## src/rtl/mpf_vtp_pkg.sv

```systemverilog
// Shared VTP lookup request/response payload types used by the port arbiter
// and the per-channel logic it serves.
package mpf_vtp_pkg;

  typedef struct packed {
    logic [47:0] va;
    logic [7:0]  req_id;
  } t_mpf_vtp_lookup_req;

  typedef struct packed {
    logic [47:0] pa;
    logic        error;
  } t_mpf_vtp_lookup_rsp;

endpackage

```

## src/rtl/mpf_vtp_arb_fifo.sv

```systemverilog
// Small synchronous FIFO with occupancy count. The head entry is visible on
// dout without a pop. Pushes when full and pops when empty are ignored.
module mpf_vtp_arb_fifo #(
  parameter int WIDTH = 8,
  parameter int DEPTH = 8
)(
  input  logic                       clk,
  input  logic                       reset_n,
  input  logic                       push,
  input  logic [WIDTH-1:0]           din,
  input  logic                       pop,
  output logic [WIDTH-1:0]           dout,
  output logic [$clog2(DEPTH):0]     count
);
  localparam int PTR_W = $clog2(DEPTH);
  localparam int CNT_W = PTR_W + 1;

  logic [WIDTH-1:0] mem [DEPTH];
  logic [PTR_W-1:0] wr_ptr;
  logic [PTR_W-1:0] rd_ptr;
  logic             do_push;
  logic             do_pop;

  assign do_push = push && (count != CNT_W'(DEPTH));
  assign do_pop  = pop && (count != '0);
  assign dout    = mem[rd_ptr];

  always_ff @(posedge clk or negedge reset_n) begin
    if (!reset_n) begin
      wr_ptr <= '0;
      rd_ptr <= '0;
      count  <= '0;
    end else begin
      if (do_push) wr_ptr <= wr_ptr + 1'b1;
      if (do_pop)  rd_ptr <= rd_ptr + 1'b1;
      count <= count + CNT_W'(do_push) - CNT_W'(do_pop);
    end
  end

  always_ff @(posedge clk) begin
    if (do_push) mem[wr_ptr] <= din;
  end

endmodule

```

## src/rtl/mpf_vtp_port_arb.sv

```systemverilog
// Shares one downstream VTP port among N_PORTS requesters: per-port ingress
// FIFOs, round-robin grant, and an in-order tag FIFO to route responses back.
module mpf_vtp_port_arb
  import mpf_vtp_pkg::*;
#(
  parameter int N_PORTS         = 4,
  parameter int REQ_W           = $bits(t_mpf_vtp_lookup_req),
  parameter int RSP_W           = $bits(t_mpf_vtp_lookup_rsp),
  parameter int IN_DEPTH        = 8,
  parameter int AF_SLACK        = 3,
  parameter int MAX_OUTSTANDING = 32
)(
  input  logic                     clk,
  input  logic                     reset_n,
  input  logic [N_PORTS-1:0]       up_reqEn,
  input  logic [N_PORTS*REQ_W-1:0] up_req,
  input  logic [N_PORTS-1:0]       up_reqAddrIsVirtual,
  input  logic [N_PORTS-1:0]       up_reqIsOrdered,
  output logic [N_PORTS-1:0]       up_almostFullToAFU,
  output logic [N_PORTS-1:0]       up_rspValid,
  output logic [RSP_W-1:0]         up_rsp,
  input  logic [N_PORTS-1:0]       up_almostFullFromFIU,
  output logic                     dn_reqEn,
  output logic [REQ_W-1:0]         dn_req,
  output logic                     dn_reqAddrIsVirtual,
  output logic                     dn_reqIsOrdered,
  input  logic                     dn_almostFullToAFU,
  input  logic                     dn_rspValid,
  input  logic [RSP_W-1:0]         dn_rsp,
  output logic                     dn_almostFullFromFIU,
  output logic                     err_rsp_no_tag
);
  localparam int IDX_W     = (N_PORTS > 1) ? $clog2(N_PORTS) : 1;
  localparam int ENT_W     = REQ_W + 2;
  localparam int IN_CNT_W  = $clog2(IN_DEPTH) + 1;
  localparam int TAG_CNT_W = $clog2(MAX_OUTSTANDING) + 1;
  localparam int AF_LEVEL  = IN_DEPTH - AF_SLACK;

  typedef logic [IDX_W-1:0] t_port_idx;

  logic [ENT_W-1:0]    in_dout  [N_PORTS];
  logic [IN_CNT_W-1:0] in_count [N_PORTS];
  logic [N_PORTS-1:0]  in_empty;
  logic [N_PORTS-1:0]  in_full;
  logic [N_PORTS-1:0]  in_pop;

  t_port_idx            rr_ptr;
  t_port_idx            cand;
  logic                 can_issue;
  logic                 gnt_vld_p0;
  t_port_idx            gnt_idx_p0;
  logic [ENT_W-1:0]     gnt_ent_p0;

  t_port_idx            tag_head;
  logic [TAG_CNT_W-1:0] tag_count;
  logic                 tag_empty;
  logic                 tag_full;

  for (genvar gi = 0; gi < N_PORTS; gi++) begin : g_in
    mpf_vtp_arb_fifo #(
      .WIDTH (ENT_W),
      .DEPTH (IN_DEPTH)
    ) u_in_fifo (
      .clk     (clk),
      .reset_n (reset_n),
      .push    (up_reqEn[gi]),
      .din     ({up_req[gi*REQ_W +: REQ_W], up_reqAddrIsVirtual[gi], up_reqIsOrdered[gi]}),
      .pop     (in_pop[gi]),
      .dout    (in_dout[gi]),
      .count   (in_count[gi])
    );

    assign in_empty[gi] = (in_count[gi] == '0);
    assign in_full[gi]  = (in_count[gi] == IN_CNT_W'(IN_DEPTH));

    a_no_overflow: assert property (@(posedge clk) disable iff (!reset_n)
      !(up_reqEn[gi] && in_full[gi]));
    a_flags_exclusive: assert property (@(posedge clk) disable iff (!reset_n)
      !(up_reqEn[gi] && up_reqAddrIsVirtual[gi] && up_reqIsOrdered[gi]));
  end

  mpf_vtp_arb_fifo #(
    .WIDTH (IDX_W),
    .DEPTH (MAX_OUTSTANDING)
  ) u_tag_fifo (
    .clk     (clk),
    .reset_n (reset_n),
    .push    (gnt_vld_p0),
    .din     (gnt_idx_p0),
    .pop     (dn_rspValid),
    .dout    (tag_head),
    .count   (tag_count)
  );

  assign tag_empty = (tag_count == '0);
  assign tag_full  = (tag_count == TAG_CNT_W'(MAX_OUTSTANDING));
  assign can_issue = !dn_almostFullToAFU && !tag_full;

  // Stage p0: round-robin search starting at rr_ptr, pop the winner
  always_comb begin
    gnt_vld_p0 = 1'b0;
    gnt_idx_p0 = '0;
    cand       = '0;
    in_pop     = '0;
    if (can_issue) begin
      for (int k = 0; k < N_PORTS; k++) begin
        cand = t_port_idx'((int'(rr_ptr) + k) % N_PORTS);
        if (!gnt_vld_p0 && !in_empty[cand]) begin
          gnt_vld_p0 = 1'b1;
          gnt_idx_p0 = cand;
        end
      end
      in_pop[gnt_idx_p0] = gnt_vld_p0;
    end
  end

  assign gnt_ent_p0 = in_dout[gnt_idx_p0];

  // Stage p1: registered downstream request and upstream response
  always_ff @(posedge clk or negedge reset_n) begin
    if (!reset_n) begin
      rr_ptr               <= '0;
      dn_reqEn             <= 1'b0;
      up_rspValid          <= '0;
      err_rsp_no_tag       <= 1'b0;
      up_almostFullToAFU   <= '1;
      dn_almostFullFromFIU <= 1'b1;
    end else begin
      dn_reqEn <= gnt_vld_p0;
      if (gnt_vld_p0) begin
        rr_ptr <= (int'(gnt_idx_p0) == N_PORTS - 1) ? '0 : gnt_idx_p0 + 1'b1;
      end
      if (dn_rspValid && !tag_empty) begin
        up_rspValid <= N_PORTS'(1) << tag_head;
      end else begin
        up_rspValid <= '0;
      end
      if (dn_rspValid && tag_empty) err_rsp_no_tag <= 1'b1;
      for (int i = 0; i < N_PORTS; i++) begin
        up_almostFullToAFU[i] <= (in_count[i] >= IN_CNT_W'(AF_LEVEL));
      end
      dn_almostFullFromFIU <= |up_almostFullFromFIU;
    end
  end

  always_ff @(posedge clk) begin
    if (gnt_vld_p0) {dn_req, dn_reqAddrIsVirtual, dn_reqIsOrdered} <= gnt_ent_p0;
    if (dn_rspValid) up_rsp <= dn_rsp;
  end

endmodule

```

## config.mk

```make
export PLATFORM = sky130hd
export DESIGN_NAME = mpf_vtp_port_arb
export DESIGN_NICKNAME = d
export VERILOG_FILES = /design/src/rtl/mpf_vtp_pkg.sv /design/src/rtl/mpf_vtp_arb_fifo.sv /design/src/rtl/mpf_vtp_port_arb.sv
export SDC_FILE = /design/constraint.sdc
export NUM_CORES = 2
export LEC_CHECK = 0
export ABC_CLOCK_PERIOD_IN_PS = 13200
export BUFFER_PORTS_ARGS = -buffer_cell sky130_fd_sc_hd__buf_4
export CORE_MARGIN = 5
export CORE_UTILIZATION = 30
export CTS_CLUSTER_DIAMETER = 120
export DETAILED_ROUTE_END_ITERATION = 6
export REMOVE_ABC_BUFFERS = 1
export SLEW_MARGIN = 20
export SYNTH_ARGS = -nofsm -noshare
export SYNTH_HDL_FRONTEND = slang
export SYNTH_SLANG_ARGS = --single-unit
```

## constraint.sdc

```tcl
create_clock -name clk -period 13.2 [get_ports clk]
set_input_delay 0 -clock clk [delete_from_list [all_inputs] [get_ports clk]]
set_output_delay 0 -clock clk [all_outputs]
set_load 0.05 [all_outputs]
```

==> qor.tcl <==
set qor(wirelength_um) 226000
set qor(boundaryPins) 411
set qor(clock-root-buffer) {clkbuf_16}
set qor(core_area_um2) 268000
set qor(worst-endpoint-arrival_ns) 5.00
set qor(tightestPinTransition_ns) 1.33
set qor(fraction_of_synthesis_flops_using_an_asynchronous_set_or_reset_pin) 0.0329
set qor(place.gp.congestion) 0.760
set qor(timing.slew.headroom) 0.111
set qor(worst_setup_path_end_kind) {flop}
set qor(htree_num_levels) 4
set qor(via_count_normalized_by_instance_count) 4.88
set qor(fillers) 24078
set qor(setup_violations) 0
set qor(worst-path-max-fanout) 60
set qor(ys_types) 54
set qor(grt_remaining_overflow) 0
set qor(drt.antenna.violating_nets) 0
set qor(clock_skew_ns) 0.0790
set qor(placement.io_buffers) 410
set qor(grt_first_pass_wirelength_um) 319000
set qor(synthDominantCellAreaShare) 0.754
set qor(hold_viol) 0
set qor(dominantRegCellSynth) {edfxtp_1}
set qor(dr_total_vias) 40702
set qor(core.rowCount) 190
set qor(synth-seq-area-share) 0.775
set qor(layout.area.seq_um2) 62600
set qor(post_cts_resized) 0
set qor(worst_skew_pair.late_latency_ns) 0.89
set qor(cpMaxStageDelayCell) {buf_4}
set qor(worst_vdd_rail_ir_drop_mv) 0.156
set qor(initial_core_util) 0.301
set qor(holdCritPathClass) {in -> reg}
set qor(synthDominantAreaCellType) {edfxtp_1}
set qor(final_net_count) 4916
set qor(die-width_um) 529
set qor(clock_path_buffers) 3
set qor(grt_start_max_net_pins) 62
set qor(post-route-period-util) 0.332
set qor(area_added_between_synthesis_and_finish_pct) 25.1
set qor(synth_enable_flop_cells) 2027
set qor(utilization) 0.377
set qor(hold_slack_ns) 0.0318
set qor(clock.fmax_ghz) 0.228
set qor(grt_setup_unrepaired) {no}
set qor(die_y_um) 529
set qor(layout-drive-gt1-share) 0.324
set qor(detailedRoute.firstPassIterationCount) 7
set qor(grt_pass1_vias) 41179
set qor(detailedRoute.firstIterationViolations) 4029
set qor(p_per_area_nw_per_um2) 223
set qor(maxCapViolations) 0
set qor(crit_path_cell_trace) {inv_1, ha_1, or3b_1, o221ai_4, buf_4, a21o_2, buf_4, a211oi_1, a221o_1}
set qor(synth_area_per_cell_um2) 22.8
set qor(criticalPathCategory) {reg -> reg}
set qor(worst_path_most_repeated_cell) {buf_4}
set qor(startpoint_type) {flop}
set qor(outcome) {completed}
set qor(gr-usage-all-layers) 0.159
set qor(clk_transition_reported_paths_ns) 0.06
set qor(number_of_antenna_violations_at_the_first_check_in_global_routing) 114
set qor(multi_input_area_um2) 17400
set qor(cts-buffers-inserted) 212
set qor(wl_per_cell_um) 27.1
set qor(critical-path-max-stage-delay_ns) 0.73
set qor(syn-cell-area_um2) 80700
set qor(clock_sink_count) 2096
set qor(slew_violations) 0
set qor(design.die.area_um2) 280000
set qor(post_synth_inst_count) 3534
set qor(synthTopCellsByArea) {edfxtp_1 75%, mux4_2 13%, mux2_2 2.5%, dfrtp_1 2.0%, a211oi_1 1.1%}
set qor(cts_tree) {built}
set qor(p_leak_nw) 33.0
set qor(setup_total_negative_slack_ns) 0
set qor(worstPathRequired_ns) 13.81
set qor(dp_hpwl_um) 144000
set qor(fin_crit_ns) 4.39
set qor(yosysWarnings) 0
set qor(drc_errors) 0
set qor(yosys_register_bits) 2096
## flip-flops by register name (all words and copies together) (netlist names), 2 cells and up
| name | count |
|---|---|
| g_in.u_in_fifo.wr_ptr | 12 |
| up_rsp | 49 |
| u_tag_fifo.rd_ptr | 5 |
| u_tag_fifo.wr_ptr | 5 |
| g_in.u_in_fifo.mem | 1856 |
| up_almostFullToAFU | 4 |
| u_tag_fifo.count | 6 |
| g_in.u_in_fifo.rd_ptr | 12 |
| rr_ptr | 2 |
| g_in.u_in_fifo.count | 16 |
| dn_req | 56 |
| u_tag_fifo.mem | 64 |
| up_rspValid | 4 |
## cell type report
type,count,area share
Antenna cell,34,0.000842
Clock buffer,253,0.0545
Clock inverter,144,0.0178
Inverter,49,0.00182
Multi-Input combinational cell,1201,0.173
Sequential cell,2096,0.620
Tap cell,3552,0.0440
Timing Repair Buffer,1008,0.0882
## cells in the mapped netlist, types with 2 or more instances
| library cell | number |
|---|---|
| edfxtp_1 | 2027 |
| dfrtp_1 | 64 |
| fa_1 | 5 |
| clkbuf_1 | 102 |
| a22oi_1 | 3 |
| mux2i_1 | 68 |
| nor3b_1 | 3 |
| buf_6 | 6 |
| or3b_2 | 2 |
| a31oi_1 | 4 |
| nor3b_2 | 2 |
| mux4_2 | 478 |
| nor3_1 | 12 |
| inv_1 | 48 |
| dfstp_2 | 5 |
| or3b_1 | 3 |
| nand4_1 | 4 |
| o21a_1 | 3 |
| a31o_2 | 2 |
| buf_1 | 10 |
| nand3b_1 | 3 |
| mux2_2 | 181 |
| o221ai_2 | 2 |
| o21ai_0 | 7 |
| xnor2_1 | 17 |
| nand2b_1 | 14 |
| nand3_1 | 7 |
| nor2_1 | 68 |
| a21oi_1 | 11 |
| xor2_1 | 19 |
| a211oi_1 | 116 |
| and3_1 | 3 |
| ha_1 | 50 |
| nand2_1 | 32 |
| a21o_1 | 7 |
| a221o_1 | 58 |
| buf_2 | 70 |
| a211oi_2 | 2 |
## cell usage in the layout, fill, tap and decap left out, drive strengths merged, types with 2 or more instances in the layout
master,count
o221ai,3
a22oi,3
nor3b,6
bufinv,31
nor3,13
fa,5
a31oi,4
mux2i,68
clkinv,97
a21o,7
nand2b,14
a221o,58
dfrtp,64
a21oi,11
clkinvlp,10
nand2,32
nand3,7
a31o,2
o21ai,7
nor2,68
ha,50
nand3b,3
buf,491
xor2,19
mux4,478
dlygate4sd3,517
nand4,4
or3b,5
clkbuf,253
and3,3
nor4,2
a211oi,118
o21a,3
inv,55
diode,34
xnor2,17
dfstp,5
mux2,182
edfxtp,2027
## metrics by stage
| step | cell area (um^2) | power (mW) | instances | setup WS (ns) |
|---|---|---|---|---|
| floorplan | 79900 | 13.9 | 3346 | 6.83 |
| global placement | 88300 | 16.3 | 7386 | 8.79 |
| detailed placement | 88400 | 16.4 | 7388 | 8.83 |
| CTS | 101000 | 22.8 | 8301 | 8.87 |
| global route | 101000 | 23.4 | 8314 | 8.61 |
| finish | 101000 | 22.5 | 8337 | 8.81 |
## layer usage
metal / GRT usage / share of wire / vias up
met5: 0 / 0.0013 / -
met4: 0.0419 / 0.027 / 44
met3: 0.0375 / 0.076 / 326
met2: 0.247 / 0.47 / 1514
met1: 0.224 / 0.43 / 21726
li1: - / - / 17092
## kinds of logic (layout without fill, tap and decap cells)
| family | after synthesis | after routing | synth area share |
|---|---|---|---|
| fa+ha+maj | 55 | 55 | 0.00899 |
| other cells | 0 | 34 | 0 |
| mux | 728 | 728 | 0.167 |
| buf+inv | 237 | 1454 | 0.0127 |
| flops | 2096 | 2096 | 0.775 |
| compound gates | 221 | 221 | 0.0221 |
| simple gates | 161 | 161 | 0.00978 |
| xor+xnor | 36 | 36 | 0.00391 |
## power breakdown
group          leakage (nW)  total, mW  internal, mW  switching [mW]
clock network          3.52       6.23          3.61            2.61
registers              19.3       9.29          8.56           0.731
logic                  10.1       6.96          2.88            4.08
total                  33.0       22.5          15.1            7.43
## critical path, delay by kind of cell (launching register included)
family / cells / cell delay, ns
compound gates: 4 / 1.47
fa+ha+maj: 1 / 0.16
buf+inv: 3 / 1.56
flops: 1 / 0.39
simple gates: 1 / 0.46
## worst paths after layout
check	slack, ns	depth (start not counted)	end	startpoint
max in group asynchronous	12.07	4	g_in[2].u_in_fifo.rd_ptr[2]	reset_n
worst min register to register	0.48	1	err_rsp_no_tag	err_rsp_no_tag
worst max register to register	8.81	9	dn_req[32]	g_in[3].u_in_fifo.count[2]
min in group asynchronous	0.20	4	u_tag_fifo.count[3]	reset_n
worst min-delay path	0.03	2	g_in[1].u_in_fifo.mem[3][49]	up_req[103]
worst max-delay path	8.81	9	dn_req[32]	g_in[3].u_in_fifo.count[2]
## what timing repair did
item | in CTS | in global routing
hold endpoints to repair | 2088 | 15
hold buffers | 516 | 2
buffers inserted | 0 | 0
No activity file was read; power rests on OpenSTA's default activity.
